[config.mk]
export PLATFORM = sky130hd
export DESIGN_NAME = cmd_wb_master
export DESIGN_NICKNAME = d
export VERILOG_FILES = /design/src/rtl/cmd_wb_master.sv
export SDC_FILE = /design/constraint.sdc
export NUM_CORES = 1
export LEC_CHECK = 0
export ABC_AREA = 1
export BUFFER_PORTS_ARGS = -buffer_cell sky130_fd_sc_hd__buf_4
export CAP_MARGIN = 40
export CORE_AREA = 2 2 105 107
export CTS_BUF_LIST = sky130_fd_sc_hd__clkbuf_2 sky130_fd_sc_hd__clkbuf_4 sky130_fd_sc_hd__clkbuf_8
export CTS_CLUSTER_DIAMETER = 60
export DETAILED_ROUTE_END_ITERATION = 16
export DIE_AREA = 0 0 107 109
export PLACE_DENSITY = 0.76
export SLEW_MARGIN = 20
export SYNTH_ARGS = -nofsm -noshare
export SYNTH_HDL_FRONTEND = slang
export SYNTH_SLANG_ARGS = --single-unit
[constraint.sdc]
create_clock -name wb_clk_i -period 1.6 [get_ports wb_clk_i]
set_input_delay 0.16 -clock wb_clk_i [delete_from_list [all_inputs] [get_ports wb_clk_i]]
set_output_delay 0.16 -clock wb_clk_i [all_outputs]
set_load 0.02 [all_outputs]
[src/rtl/cmd_wb_master.sv]
// cmd_wb_master: executes one decoded command as a classic Wishbone cycle.
// Reads are streamed back as four response bytes, most significant first.
// The upstream buffer gets a one-cycle acknowledge once the command is done.
module cmd_wb_master #(
   parameter int          TIMEOUT     = 1023,
   parameter logic [31:0] ERR_DATA    = 32'hFFFFFFFF,
   parameter              WB_CLK_TYPE = "NONE"
) (
   input  logic        wb_clk_i,
   input  logic        wb_rst_i,
   input  logic [21:0] cmd_address_i,
   input  logic        cmd_rd_i,
   input  logic [31:0] cmd_data_i,
   input  logic        cmd_valid_i,
   output logic        cmd_ack_o,
   output logic        wb_cyc_o,
   output logic        wb_stb_o,
   output logic        wb_we_o,
   output logic [21:0] wb_adr_o,
   output logic [31:0] wb_dat_o,
   output logic [3:0]  wb_sel_o,
   input  logic [31:0] wb_dat_i,
   input  logic        wb_ack_i,
   input  logic        wb_err_i,
   output logic [7:0]  resp_tdata,
   output logic        resp_tvalid,
   input  logic        resp_tready,
   output logic        resp_tlast,
   output logic        buserr_o,
   output logic        timeout_o
);

   localparam logic [2:0] S_IDLE     = 3'd0;
   localparam logic [2:0] S_BUS      = 3'd1;
   localparam logic [2:0] S_RESP_3   = 3'd2;
   localparam logic [2:0] S_RESP_2   = 3'd3;
   localparam logic [2:0] S_RESP_1   = 3'd4;
   localparam logic [2:0] S_RESP_0   = 3'd5;
   localparam logic [2:0] S_DONE     = 3'd6;
   localparam logic [2:0] S_WAIT_CLR = 3'd7;

   // Counter wide enough to hold TIMEOUT; a disabled timeout still gets one bit.
   localparam int            CW       = (TIMEOUT > 0) ? $clog2(TIMEOUT + 1) : 1;
   localparam logic [CW-1:0] TERM_CNT = CW'((TIMEOUT > 0) ? (TIMEOUT - 1) : 0);
   localparam logic [CW-1:0] CNT_MAX  = {CW{1'b1}};

   // The clock-type tag is pure metadata for CDC constraint scripts; this
   // named scope makes a non-default tag visible in the elaborated hierarchy.
   if (WB_CLK_TYPE != "NONE") begin : g_custom_clk_type
   end

   logic [2:0]    state_r;
   logic [2:0]    state_s;
   logic [31:0]   data_r;
   logic [31:0]   data_s;
   logic [CW-1:0] cnt_r;
   logic [CW-1:0] cnt_s;
   logic          buserr_s;
   logic          timeout_s;
   logic          beat_s;

   // Pick the response byte that belongs to a given response state.
   function automatic logic [7:0] resp_byte(input logic [2:0] st, input logic [31:0] d);
      logic [7:0] b;
      case (st)
         S_RESP_3: b = d[31:24];
         S_RESP_2: b = d[23:16];
         S_RESP_1: b = d[15:8];
         S_RESP_0: b = d[7:0];
         default:  b = 8'h00;
      endcase
      return b;
   endfunction

   assign wb_sel_o = 4'hF;
   assign beat_s   = resp_tvalid && resp_tready;

   // Next-state, latched read data, bus-cycle counter and termination pulses.
   always_comb begin
      state_s   = state_r;
      data_s    = data_r;
      cnt_s     = cnt_r;
      buserr_s  = 1'b0;
      timeout_s = 1'b0;
      case (state_r)
         S_IDLE: begin
            if (cmd_valid_i) begin
               state_s = S_BUS;
            end else begin
               state_s = S_IDLE;
            end
         end
         S_BUS: begin
            // Error beats ack, and either beats the timeout on the terminal cycle.
            if (wb_err_i) begin
               buserr_s = 1'b1;
               cnt_s    = {CW{1'b0}};
               data_s   = ERR_DATA;
               state_s  = wb_we_o ? S_DONE : S_RESP_3;
            end else if (wb_ack_i) begin
               cnt_s    = {CW{1'b0}};
               data_s   = wb_dat_i;
               state_s  = wb_we_o ? S_DONE : S_RESP_3;
            end else if ((TIMEOUT != 0) && (cnt_r == TERM_CNT)) begin
               timeout_s = 1'b1;
               cnt_s     = {CW{1'b0}};
               data_s    = ERR_DATA;
               state_s   = wb_we_o ? S_DONE : S_RESP_3;
            end else if (cnt_r != CNT_MAX) begin
               cnt_s = cnt_r + CW'(1);
            end else begin
               cnt_s = cnt_r;
            end
         end
         S_RESP_3: begin
            if (beat_s) state_s = S_RESP_2; else state_s = S_RESP_3;
         end
         S_RESP_2: begin
            if (beat_s) state_s = S_RESP_1; else state_s = S_RESP_2;
         end
         S_RESP_1: begin
            if (beat_s) state_s = S_RESP_0; else state_s = S_RESP_1;
         end
         S_RESP_0: begin
            if (beat_s) state_s = S_DONE; else state_s = S_RESP_0;
         end
         S_DONE: begin
            state_s = S_WAIT_CLR;
         end
         S_WAIT_CLR: begin
            // Wait for upstream to drop valid so the same command is not re-run.
            if (!cmd_valid_i) state_s = S_IDLE; else state_s = S_WAIT_CLR;
         end
         default: begin
            state_s = S_IDLE;
         end
      endcase
   end

   // State plus all outputs, registered from the next-state view.
   always_ff @(posedge wb_clk_i) begin
      if (wb_rst_i) begin
         state_r     <= S_IDLE;
         data_r      <= 32'h0000_0000;
         cnt_r       <= {CW{1'b0}};
         cmd_ack_o   <= 1'b0;
         wb_cyc_o    <= 1'b0;
         wb_stb_o    <= 1'b0;
         wb_we_o     <= 1'b0;
         wb_adr_o    <= 22'h00_0000;
         wb_dat_o    <= 32'h0000_0000;
         resp_tdata  <= 8'h00;
         resp_tvalid <= 1'b0;
         resp_tlast  <= 1'b0;
         buserr_o    <= 1'b0;
         timeout_o   <= 1'b0;
      end else begin
         state_r <= state_s;
         data_r  <= data_s;
         cnt_r   <= cnt_s;
         if ((state_r == S_IDLE) && cmd_valid_i) begin
            wb_adr_o <= cmd_address_i;
            wb_dat_o <= cmd_data_i;
            wb_we_o  <= !cmd_rd_i;
         end else begin
            wb_adr_o <= wb_adr_o;
            wb_dat_o <= wb_dat_o;
            wb_we_o  <= wb_we_o;
         end
         wb_cyc_o    <= (state_s == S_BUS);
         wb_stb_o    <= (state_s == S_BUS);
         resp_tvalid <= (state_s == S_RESP_3) || (state_s == S_RESP_2) ||
                        (state_s == S_RESP_1) || (state_s == S_RESP_0);
         resp_tdata  <= resp_byte(state_s, data_s);
         resp_tlast  <= (state_s == S_RESP_0);
         cmd_ack_o   <= (state_r == S_DONE);
         buserr_o    <= buserr_s;
         timeout_o   <= timeout_s;
      end
   end

endmodule
# Yosys cells after proc, flatten, opt, wreduce, memory -nomap -nowiden
# Cells that the tools add are included.
# W data, S select, Z words.
word_totals:
  register_bits: 114
  input_bits: 93
  output_inout_bits: 74
  elab_cells: 62
op_classes:
  addsub: 1
  eq_ne: 14
  mux: 22
  bitwise_logic: 1
  reduce_logical: 11
ops:
  columns: ["operator", "count"]
  rows:
  - ["$mux W32", 4]
  - ["$mux W10", 4]
  - ["$pmux W8 S4", 1]
  - ["$pmux W3 S8", 1]
  - ["$eq A3 B3 Y1 const B", 6]
  - ["$mux W3", 6]
  - ["$eq A3 B2 Y1 const B", 4]
  - ["$add A10 B1 Y10 const B", 1]
  - ["$eq A10 B10 Y1 const B", 1]
  - ["$ne A10 B10 Y1 const B", 1]
  - ["$eq A3 B1 Y1 const B", 2]
  - ["$mux W1", 5]
  - ["$reduce_bool A4 Y1", 1]
  - ["$reduce_or A4 Y1", 1]
  - ["$logic_not A3 Y1", 1]
  - ["$logic_or A1 B1 Y1", 3]
  - ["$logic_and A1 B1 Y1", 2]
  - ["$mux W2", 1]
  - ["$reduce_and A2 Y1", 1]
  - ["$reduce_or A2 Y1", 1]
  - ["$logic_not A1 Y1", 1]
  - ["$not A1 Y1", 1]

# Depth between registers and ports, before layout
# Gate-level depths: netlist of run 1.
depth:
  ltp_word: 9
  mapped_depth: 15

# Worst setup path before layout of run 1
# No wires, ideal clock.
synth_path:
  kind: "reg-to-reg"
  startpoint: "register cnt_r[0]"
  endpoint: "register cnt_r[4]"
  setup_time_ps: 122
  arrival_time_ps: 1464
  t_required_ps: 1478
  slack_ps: 14
  stages_incl_launch_ff: 11
  n_path_buf: 0
  synth_period_minus_slack_ps: 1586
  cell_sequence: "dfxtp_1 -> ha_1 -> nand3_1 -> nor2_1 -> nand2_1 -> nand2_1 -> nand2_2 -> inv_1 -> nor2_1 -> nor2_1 -> nor3_1"
synth_between:
  elab_chain_cells: 5
  word_cells_on_any_way: 9
synth_rtl:
  columns: ["element", "line", "rtl"]
  rows:
  - ["start: declaration", "56", "logic [CW-1:0] cnt_r;"]
  - ["start signal: assignment", "145", "cnt_r <= {CW{1'b0}};"]
  - ["start signal: assignment", "160", "cnt_r <= cnt_s;"]
  - ["$add A10 B1 Y10", "110", "cnt_s = cnt_r + CW'(1);"]
  - ["$mux W10", "109", "end else if (cnt_r != CNT_MAX) begin"]
  - ["$mux W10", "104", "end else if ((TIMEOUT != 0) && (cnt_r == TERM_CNT)) begin"]
  - ["$mux W10", "100", "end else if (wb_ack_i) begin"]
  - ["$mux W10", "95", "if (wb_err_i) begin"]
# Several ways; a longest one is shown, not always the timed one. The select of a mux whose other input is x is not followed.
# A chain may end at the register's enable or synchronous reset.

# Worst setup path in the final report of run 1
layout_path:
  startpoint: "register cnt_r[0]"
  endpoint: "register resp_tdata[3]"
layout_between:
  elab_chain_cells: 7
  word_cells_on_any_way: 14
layout_rtl:
  columns: ["element", "line", "rtl"]
  rows:
  - ["$eq A10 B10 Y1 *", "104", null]
  - ["$mux W3", "104", null]
  - ["$mux W3", "100", null]
  - ["$mux W3", "95", null]
  - ["$pmux W3 S8", "85", "case (state_r)"]
  - ["$eq A3 B3 Y1 / $eq A3 B2 Y1 (equally long branches)", "65", "case (st)"]
  - ["$pmux W8 S4 *", "65", null]
  - ["end signal: assignment", "174", "resp_tdata <= resp_byte(state_s, data_s);"]
  - ["end: declaration", "25", "output logic [7:0] resp_tdata,"]
# Mark *: on every way between the ends. The rest lies on a longest branch, timed or not.

==> results of run 1 <==
per-stage QoR:
stage	total power, W	std cells	setup WS [ns]	hold slack (ns)
2_1_floorplan	0.00445	677	0.0142	0.249
3_3_place_gp	0.00528	993	-0.161	0.335
3_5_place_dp	0.00535	993	-0.213	0.338
4_1_cts	0.00876	1085	-0.148	0.0365
5_1_grt	0.00950	1098	-0.311	0.0715
6_report	0.00909	1098	-0.234	0.0642
worst max path at each step:
stage               endpoint  slack (ns)  depth (start not counted)
2_1_floorplan       cnt_r[4]        0.01                         10
3_3_place_gp   resp_tdata[1]       -0.16                         14
3_5_place_dp   resp_tdata[2]       -0.21                         14
4_1_cts        resp_tdata[7]       -0.15                         15
5_1_grt        resp_tdata[3]       -0.31                         15
6_report       resp_tdata[3]       -0.23                         15
repair_timing:
action | CTS | global route
pin swaps | 4 | 25
hold endpoints to repair | 55 | 0
endpoints found under the setup margin | 17 | 56
hold buffers | 55 | 0
gates resized for setup | 12 | 67
gates cloned | 3 | 2
buffers inserted | 2 | 12
state kept, by name, summed over array words and instances (netlist names), 3 cells and up:
signal and count:
state_r 3, wb_adr_o 22, data_r 32, cnt_r 10, wb_dat_o 32, resp_tdata 8
worst register-to-register path: stages (launching register included):
cell and delay [ns]:
dfxtp_2 0.33, inv_2 0.04, ha_4 0.15, inv_2 0.05, nor2_2 0.04, nand3_2 0.11
nand2_4 0.10, nand2_8 0.12, buf_12 0.13, nand2_8 0.08, buf_12 0.13, nor2_4 0.18
nand3_1 0.11, nand3_2 0.10, nand2_1 0.06, inv_1 0.06
layout make-up:
type,instances,area (um2)
clock buffer,21,270
clock inverter,11,208
fill,700,2630
inverter,77,304
multi-input combinational,455,2340
sequential,114,2290
tap,140,175
timing repair buffer,280,2390
metal layers:
| layer | vias to the layer above | part of all wire [%] | track usage (%) |
|---|---|---|---|
| li1 | 2624 | - | - |
| met1 | 2531 | 38 | 29.2 |
| met2 | 258 | 52 | 45.8 |
| met3 | 65 | 5.7 | 7.05 |
| met4 | 0 | 4.1 | 13.7 |
| met5 | - | 0 | 0 |
logic make-up (layout without fill, tap and decap cells):
kind of cell               after synthesis  count (layout)  synth area share, %
and+or+nand+nor                        357             360                 32.0
buffers and inverters                  111             389                 9.93
adders and majority gates                2               2                0.518
AOI/OAI and AO/OA                       87              87                 9.82
DFF                                    114             114                 47.3
xor gates and xnor gates                 2               2                0.363
other                                    1               4               0.0777
power breakdown:
group          switching, W  internal [W]
combinational       0.00143       0.00116
clock               0.00114       0.00210
sequential         0.000142       0.00312
total               0.00272       0.00637
placed cells by master, fill, tap and decap left out, drive strengths merged, types with 4 or more instances in the layout:
cell	Yosys	routed
dlygate4sd3	0	55
nor2	77	79
dfxtp	114	114
conb	1	4
bufinv	0	6
or2	22	22
nand2	212	213
clkbuf	15	23
inv	75	75
buf	19	223
nand3	32	32
o21ai	17	17
clkinv	2	6
a21oi	68	68
nor3	12	12
==> impl_metrics.toml, run 1 <==
[run_status]
status = "finished, violations left"
failed_checks = "setup timing"

[worst_setup_path]
cp-end-kind = "flip-flop"
cp_slowest_stage_delay_ns = 0.33
slowest_stage = "dfxtp_2"
cp_top_family = "simple AND/OR/NAND/NOR gates"
ff2ff_path_depth = 15
worst_setup_path_start_kind = "flip-flop"
r2r_start = "cnt_r[0]"
path_class = "reg -> reg"
crit_chain = "inv_2 > ha_4 > inv_2 > nor2_2 > nand3_2 > nand2_4 > nand2_8 > buf_12 > nand2_8 > buf_12 > nor2_4 > nand3_1 > nand3_2 > nand2_1 > inv_1"
critPathMaxFanout = 6
cp-startpoint = "cnt_r[0]"
required_ns = 1.96
crit_buf_inv = 5
r2r_end = "resp_tdata[3]"
worstPathArrival_ns = 2.20
reg2reg_slack_ns = -0.23

[timing]
setup_viol = 27
fin_crit_ns = 1.83
clock_skew_ns = 0.00831
drv_slew = 0
fmax_mhz = 545
finalSetupTns_ns = -3.28
fin_crit_sh_pct = 115
rsz0062_at_grt = "yes"
setup_ws_ns = -0.234
hold_violations = 0

[synthesis]
avgSynthCellArea_um2 = 7.16
yosysMostFrequentCell = "nand2_1"
synth_edf_count = 0
synth-seq-area-share_pct = 47.3
ys_ff_latch = 114
yosys_warnings = 0
synth_top_flop_cell = "dfxtp_1"
synth_cell_types = 35
synth_top_area_cell = "dfxtp_1"
synth_common_cells = "205 x nand2_1, 114 x dfxtp_1, 72 x nor2_1, 67 x a21oi_1, 62 x inv_1"
async_flop_share_pct = 0
syn_inst = 674
synth.cell_area_mm2 = 0.00483
synth_top_area_share_pct = 47.3
yosys-top-cells-area = "dfxtp_1 47%, nand2_1 16%, a21oi_1 6.9%, nor2_1 5.6%, inv_1 4.8%"

[layout]
drive_above_1_share_pct = 37.6
area_delta_synth_final_pct = 65.2
diodes = 0
fin_nets = 1040
post-route-util_pct = 75.2
fin_area_mm2 = 0.00797

[place]
gp_congestion = 0.871
dp_hpwl_um = 9520
io_buffers = 162
place_area_mm2 = 0.00648

[clocking]
clkTransAtPathRegs_ns = 0.07
root_buffer = "clkbuf_8"
clk_latency_ns = 0.42
numCtsBuffers = 17
clock_path_buffers = 2
cts_tree = "built"
clock-sinks = 114
htree_levels = 4

[detailed_routing]
drt_first_pass_iters = 6
drtIter0Drc = 411
vias = 5478
drc = 0
avgRoutedWirePerCell_um = 15.4
drt-total-wl_um = 17000
ant_nets = 0
vias_per_cell = 4.99

[floorplanning]
num_io_pins = 167
die_w_um = 107
die-height_um = 109
start_util_pct = 45.5
rows = 38
die_area_mm2 = 0.0117
coreArea_mm2 = 0.0106

[global_routing]
grt_max_degree = 103
gr-total-overflow = 0
grtUsageTotal_pct = 26.2
grt_pass1_wl_um = 24100
grt_pass1_vias = 5269
antenna_found_initial = 0

[hold_path]
hp-start = "wb_dat_i[10]"
min_to = "data_r[10]"
whs_path_depth = 5
min_path_type = "in -> reg"

[flow_run]
cap_violations = 0

[power_and_ir_drop]
ir_drop_mv = 0.763
powerDensity_mw_per_mm2 = 1140
power.leakage_nw = 3.82
Power figures use the tool's default switching activity.
==> run 2: changes to the inputs <==
--- a/config.mk
+++ b/config.mk
@@ -12,7 +12,9 @@
 export CTS_BUF_LIST = sky130_fd_sc_hd__clkbuf_2 sky130_fd_sc_hd__clkbuf_4 sky130_fd_sc_hd__clkbuf_8
 export CTS_CLUSTER_DIAMETER = 60
+export CTS_CLUSTER_SIZE = 8
 export DETAILED_ROUTE_END_ITERATION = 16
 export DIE_AREA = 0 0 107 109
 export PLACE_DENSITY = 0.76
+export RECOVER_POWER = 50
 export SLEW_MARGIN = 20
 export SYNTH_ARGS = -nofsm -noshare
==> constraint.sdc (replaced) <==
create_clock -name wb_clk_i -period 1.6 [get_ports wb_clk_i]
set_input_delay 0.08 -clock wb_clk_i [delete_from_list [all_inputs] [get_ports wb_clk_i]]
set_output_delay 0.08 -clock wb_clk_i [all_outputs]
set_load 0.02 [all_outputs]
==> run 2 against run 1 <==
The run still ends with setup timing left; non-clock buffer count up 15; critical endpoint is now resp_tdata[6]; fmax is 1.5% higher; largest cell class is now registers; count of clock-buffer cells in the layout up 5; largest power group unchanged; flip-flop and latch count is the same; clock power decreased by 11%; cell area shrank 2.8%; sequential power about the same; first-iteration DRC count is 11% higher; combinational power down 2%; critical path type unchanged.
==> impl_metrics.toml, run 2 (synthesis results as in run 1) <==
[place]
io_buffers = 162
pre_cts_ws_ns = -0.178
dp_hpwl_um = 9690
dp.cells = 995
gp_congestion = 0.902

[detailed_routing]
vias = 5593
drt_first_pass_iters = 5
avgRoutedWirePerCell_um = 15.3
drtIter0Drc = 457
vias_per_cell = 5.04
drt-total-wl_um = 16900
ant_nets = 0
drc = 0

[flow_run]
cap_violations = 0

[floorplanning]
die-height_um = 109
rows = 38
die_w_um = 107
start_util_pct = 45.5
num_io_pins = 167
die_area_mm2 = 0.0117
coreArea_mm2 = 0.0106

[timing]
rsz0062_at_grt = "yes"
fmax_mhz = 554
finalSetupTns_ns = -2.26
fin_crit_ns = 1.81
clock_skew_ns = 0.00665
fin_crit_sh_pct = 113
hold-worst-slack_ns = 0.0420
setup_ws_ns = -0.206
hold_violations = 0
drv_slew = 0
setup_viol = 25

[clocking]
clock_path_buffers = 2
clkTransAtPathRegs_ns = 0.06
clock-sinks = 114
clk_latency_ns = 0.44
htree_levels = 4
numCtsBuffers = 17
root_buffer = "clkbuf_8"
cts_tree = "built"

[layout]
diodes = 0
fin_nets = 1053
drive_above_1_share_pct = 28.9
final_common_cell = "nand2_1"
multi_input_area_mm2 = 0.00228
register_area_mm2 = 0.00229
final_cell_mix = "182 x nand2_1, 139 x buf_4, 111 x dfxtp_1"
area_delta_synth_final_pct = 60.5
num-fill-cells = 810
fin_cells = 1110
top_regs = "data_r (32), wb_dat_o (32), wb_adr_o (22)"

[worst_setup_path]
worst_setup_path_start_kind = "flip-flop"
required_ns = 1.97
worstPathArrival_ns = 2.18
cp-end-kind = "flip-flop"
critPathMaxFanout = 8
reg2reg_slack_ns = -0.21
path_class = "reg -> reg"

[power_and_ir_drop]
power.leakage_nw = 3.56
powerDensity_mw_per_mm2 = 1120
total_power_w = 0.00866
ir_drop_mv = 0.610

[global_routing]
grt_max_degree = 103
grt_use_met2_pct = 47.9
gr-total-overflow = 0
grt_pass1_wl_um = 24900
antenna_found_initial = 0
use_met1_pct = 29.9
busiest_layer = "met2"
grtUsageTotal_pct = 27.3
grt_pass1_vias = 5483
grt_use_met3_pct = 7.35

[run_status]
failed_checks = "setup timing"
status = "finished, violations left"

[hold_path]
min_path_type = "in -> reg"
run 2: area by class of cell:
class / instances / area share (%)
Sequential cell: 114 / 29.5
Timing Repair Buffer: 295 / 29.5
Multi-Input combinational cell: 453 / 29.4
Clock buffer: 26 / 4.13
Inverter: 77 / 3.84
Tap cell: 140 / 2.26
Clock inverter: 5 / 1.29
run 2: worst max-delay path: stages, from the launching register on:
cell and delay, ns:
dfxtp_2 0.32, inv_2 0.04, ha_2 0.15, inv_1 0.03, nor2_1 0.11, nand3_2 0.13
nand2_4 0.11, nand2_4 0.06, buf_12 0.14, buf_12 0.14, nand2_2 0.06, nand2_2 0.06
inv_1 0.08, nand3_1 0.08, nand2_1 0.08, nor2_1 0.04, nor2_1 0.09
run 2: routing by layer:
layer,up-vias,routed length (um)
li1,2637,-
met1,2628,6300
met2,259,8900
met3,69,1080
met4,0,665
met5,-,0
run 2: worst paths after layout:
path                                      end  depth (start not counted)         start
worst max-delay path            resp_tdata[6]                         16      cnt_r[0]
worst min-delay path                data_r[2]                          4   wb_dat_i[2]
worst max register to register  resp_tdata[6]                         16      cnt_r[0]
worst min register to register   wb_adr_o[16]                          2  wb_adr_o[16]
run 2: stage by stage:
stage                     utilization, %  area, um2
after floorplan                        -       4840
after global placement              61.3       6500
after detailed placement            61.3       6500
after CTS                           73.5       7790
after global routing                73.1       7750
final                               73.1       7750
run 2: power breakdown:
part | total, W | internal [W] | switching (W)
combinational | 0.00253 | 0.00110 | 0.00143
sequential | 0.00325 | 0.00312 | 0.000139
clock | 0.00288 | 0.00176 | 0.00112
run 2: repair_timing:
item	CTS	global route
cloned	1	1
endpoints found under the hold margin	67	0
buffers inserted	8	8
resized for setup	32	43
setup endpoints to repair	18	48
hold buffers	67	0
pin swaps	27	18
==> run 3: changes to the inputs <==
- TNS_END_PERCENT: unset -> 30
==> run 3 against run 2 <==
The flow still finishes with violations (setup timing); critical path depth down 3; combinational power down 3%; clock power is essentially flat; setup slack worse by 0.0097 ns; global-route usage is 0.39 points lower; final cell count is 0.18% lower; die area unchanged; critical path type unchanged; highest routed layer unchanged.
==> impl_metrics.toml, run 3 (synthesis results as in run 1) <==
[detailed_routing]
ant_nets = 0
drtIter0Drc = 419
drc = 0
drt-total-wl_um = 16700
avgRoutedWirePerCell_um = 15.1
vias_per_cell = 5.01
drt_first_pass_iters = 5
vias = 5550

[timing]
rsz0062_at_grt = "yes"
drv_slew = 0
fin_crit_sh_pct = 113
hold_violations = 0
setup_viol = 27
hold-worst-slack_ns = 0.0422
clock_skew_ns = 0.00687
setup_ws_ns = -0.215
finalSetupTns_ns = -2.18
fmax_mhz = 551
fin_crit_ns = 1.82

[worst_setup_path]
slowest_stage = "o21ai_0"
ff2ff_path_depth = 13
cp_top_family = "simple AND/OR/NAND/NOR gates"
worst_setup_path_start_kind = "flip-flop"
required_ns = 1.91
r2r_end = "resp_tdata[0]"
crit_top_cell = "nor2_1"
cp_slowest_stage_delay_ns = 0.37
r2r_start = "cnt_r[0]"
crit_chain = "inv_2 > ha_2 > inv_1 > nor2_1 > nand3_2 > a21oi_2 > buf_12 > o21ai_0 > inv_1 > nand2_1 > nand2_2 > nor2_1 > nor2_1"
reg2reg_slack_ns = -0.22
critPathMaxFanout = 9
path_class = "reg -> reg"
crit_buf_inv = 4
worstPathArrival_ns = 2.13
cp-end-kind = "flip-flop"

[hold_path]
whs_path_depth = 4
hp-start = "wb_rst_i"
min_to = "resp_tdata[3]"
min_path_type = "in -> reg"

[clocking]
cts_tree = "built"
htree_levels = 4
clkTransAtPathRegs_ns = 0.07
clock-sinks = 114
clock_path_buffers = 2
clk_latency_ns = 0.44
root_buffer = "clkbuf_8"
numCtsBuffers = 17

[layout]
fin_nets = 1051
num-fill-cells = 813
final_common_cell = "nand2_1"
post-route-util_pct = 72.5
area_delta_synth_final_pct = 59.2
drive_above_1_share_pct = 28.6
top_regs = "data_r (32), wb_dat_o (32), wb_adr_o (22)"
diodes = 0
final_cell_mix = "187 x nand2_1, 143 x buf_4, 111 x dfxtp_1"

[run_status]
failed_checks = "setup timing"
status = "finished, violations left"

[power_and_ir_drop]
power.leakage_nw = 3.54
total_power_w = 0.00860
ir_drop_mv = 0.615
powerDensity_mw_per_mm2 = 1120

[floorplanning]
die_w_um = 107
die_area_mm2 = 0.0117
start_util_pct = 45.5
num_io_pins = 167
die-height_um = 109
rows = 38
coreArea_mm2 = 0.0106

[global_routing]
grt_pass1_vias = 5446
gr-total-overflow = 0
grt_pass1_wl_um = 24600
grt_max_degree = 103
antenna_found_initial = 0
grtUsageTotal_pct = 26.9

[place]
gp_congestion = 0.902
dp_hpwl_um = 9690
io_buffers = 162

[flow_run]
cap_violations = 0
## run 3: cell types whose count changed in the layout (fill, tap and decap cells not counted), moves of 2 or more
cell / delta
nor2_2: +4
nor2_1: -3
nand2_1: +5
inv_2: +2
buf_4: +4
buf_6: -4
nand2_2: -3
## run 3: cell type report
class                           instances  area, um2  area share (%)
Timing Repair Buffer                  293       2250            29.3
Multi-Input combinational cell        453       2250            29.3
Inverter                               77        295            3.84
Tap cell                              140        175            2.28
Sequential cell                       114       2290            29.8
Clock buffer                           26        320            4.17
Clock inverter                          5        100            1.30
## run 3: per-stage QoR
step,cells,cell area (um2),setup WS (ns)
3_5_place_dp,995,6500,-0.178
4_1_cts,1100,7740,-0.153
2_1_floorplan,677,4840,0.0142
6_report,1108,7690,-0.215
3_3_place_gp,995,6500,-0.140
5_1_grt,1108,7690,-0.345
## run 3: tightest hold or removal path, delay by kind of cell
family,cells,cell delay (ns)
simple gates,1,0.10
buf+inv,3,0.25
## run 3: repair_timing
item	4_1_cts	5_1_grt
endpoints found under the hold margin	67	0
pin swaps	22	24
gates cloned	0	2
setup endpoints to repair	18	75
gates resized for setup	25	38
setup buffers	7	6
hold buffers	67	0
## run 3: how the worst max path moves through the flow
stage                           from       endpoint  cells after the start
after floorplan             cnt_r[0]       cnt_r[4]                     10
final                       cnt_r[0]  resp_tdata[0]                     13
after global routing        cnt_r[0]  resp_tdata[0]                     13
after CTS                   cnt_r[0]    resp_tvalid                     14
after global placement      cnt_r[0]  resp_tdata[5]                     14
after detailed placement  state_r[1]  resp_tdata[5]                     12
## run 3: power by group
part           total [W]  switching [W]  internal, W
clock            0.00288        0.00113      0.00176
sequential       0.00326       0.000141      0.00312
combinational    0.00245        0.00139      0.00106
total            0.00860        0.00266      0.00593
## run 3: per-layer routing
layer	routed length [um]	up-vias	track usage (%)
li1	-	2635	-
met1	6360	2602	29.3
met2	8540	240	47.1
met3	1020	73	7.83
met4	778	0	14.9
met5	0	-	0
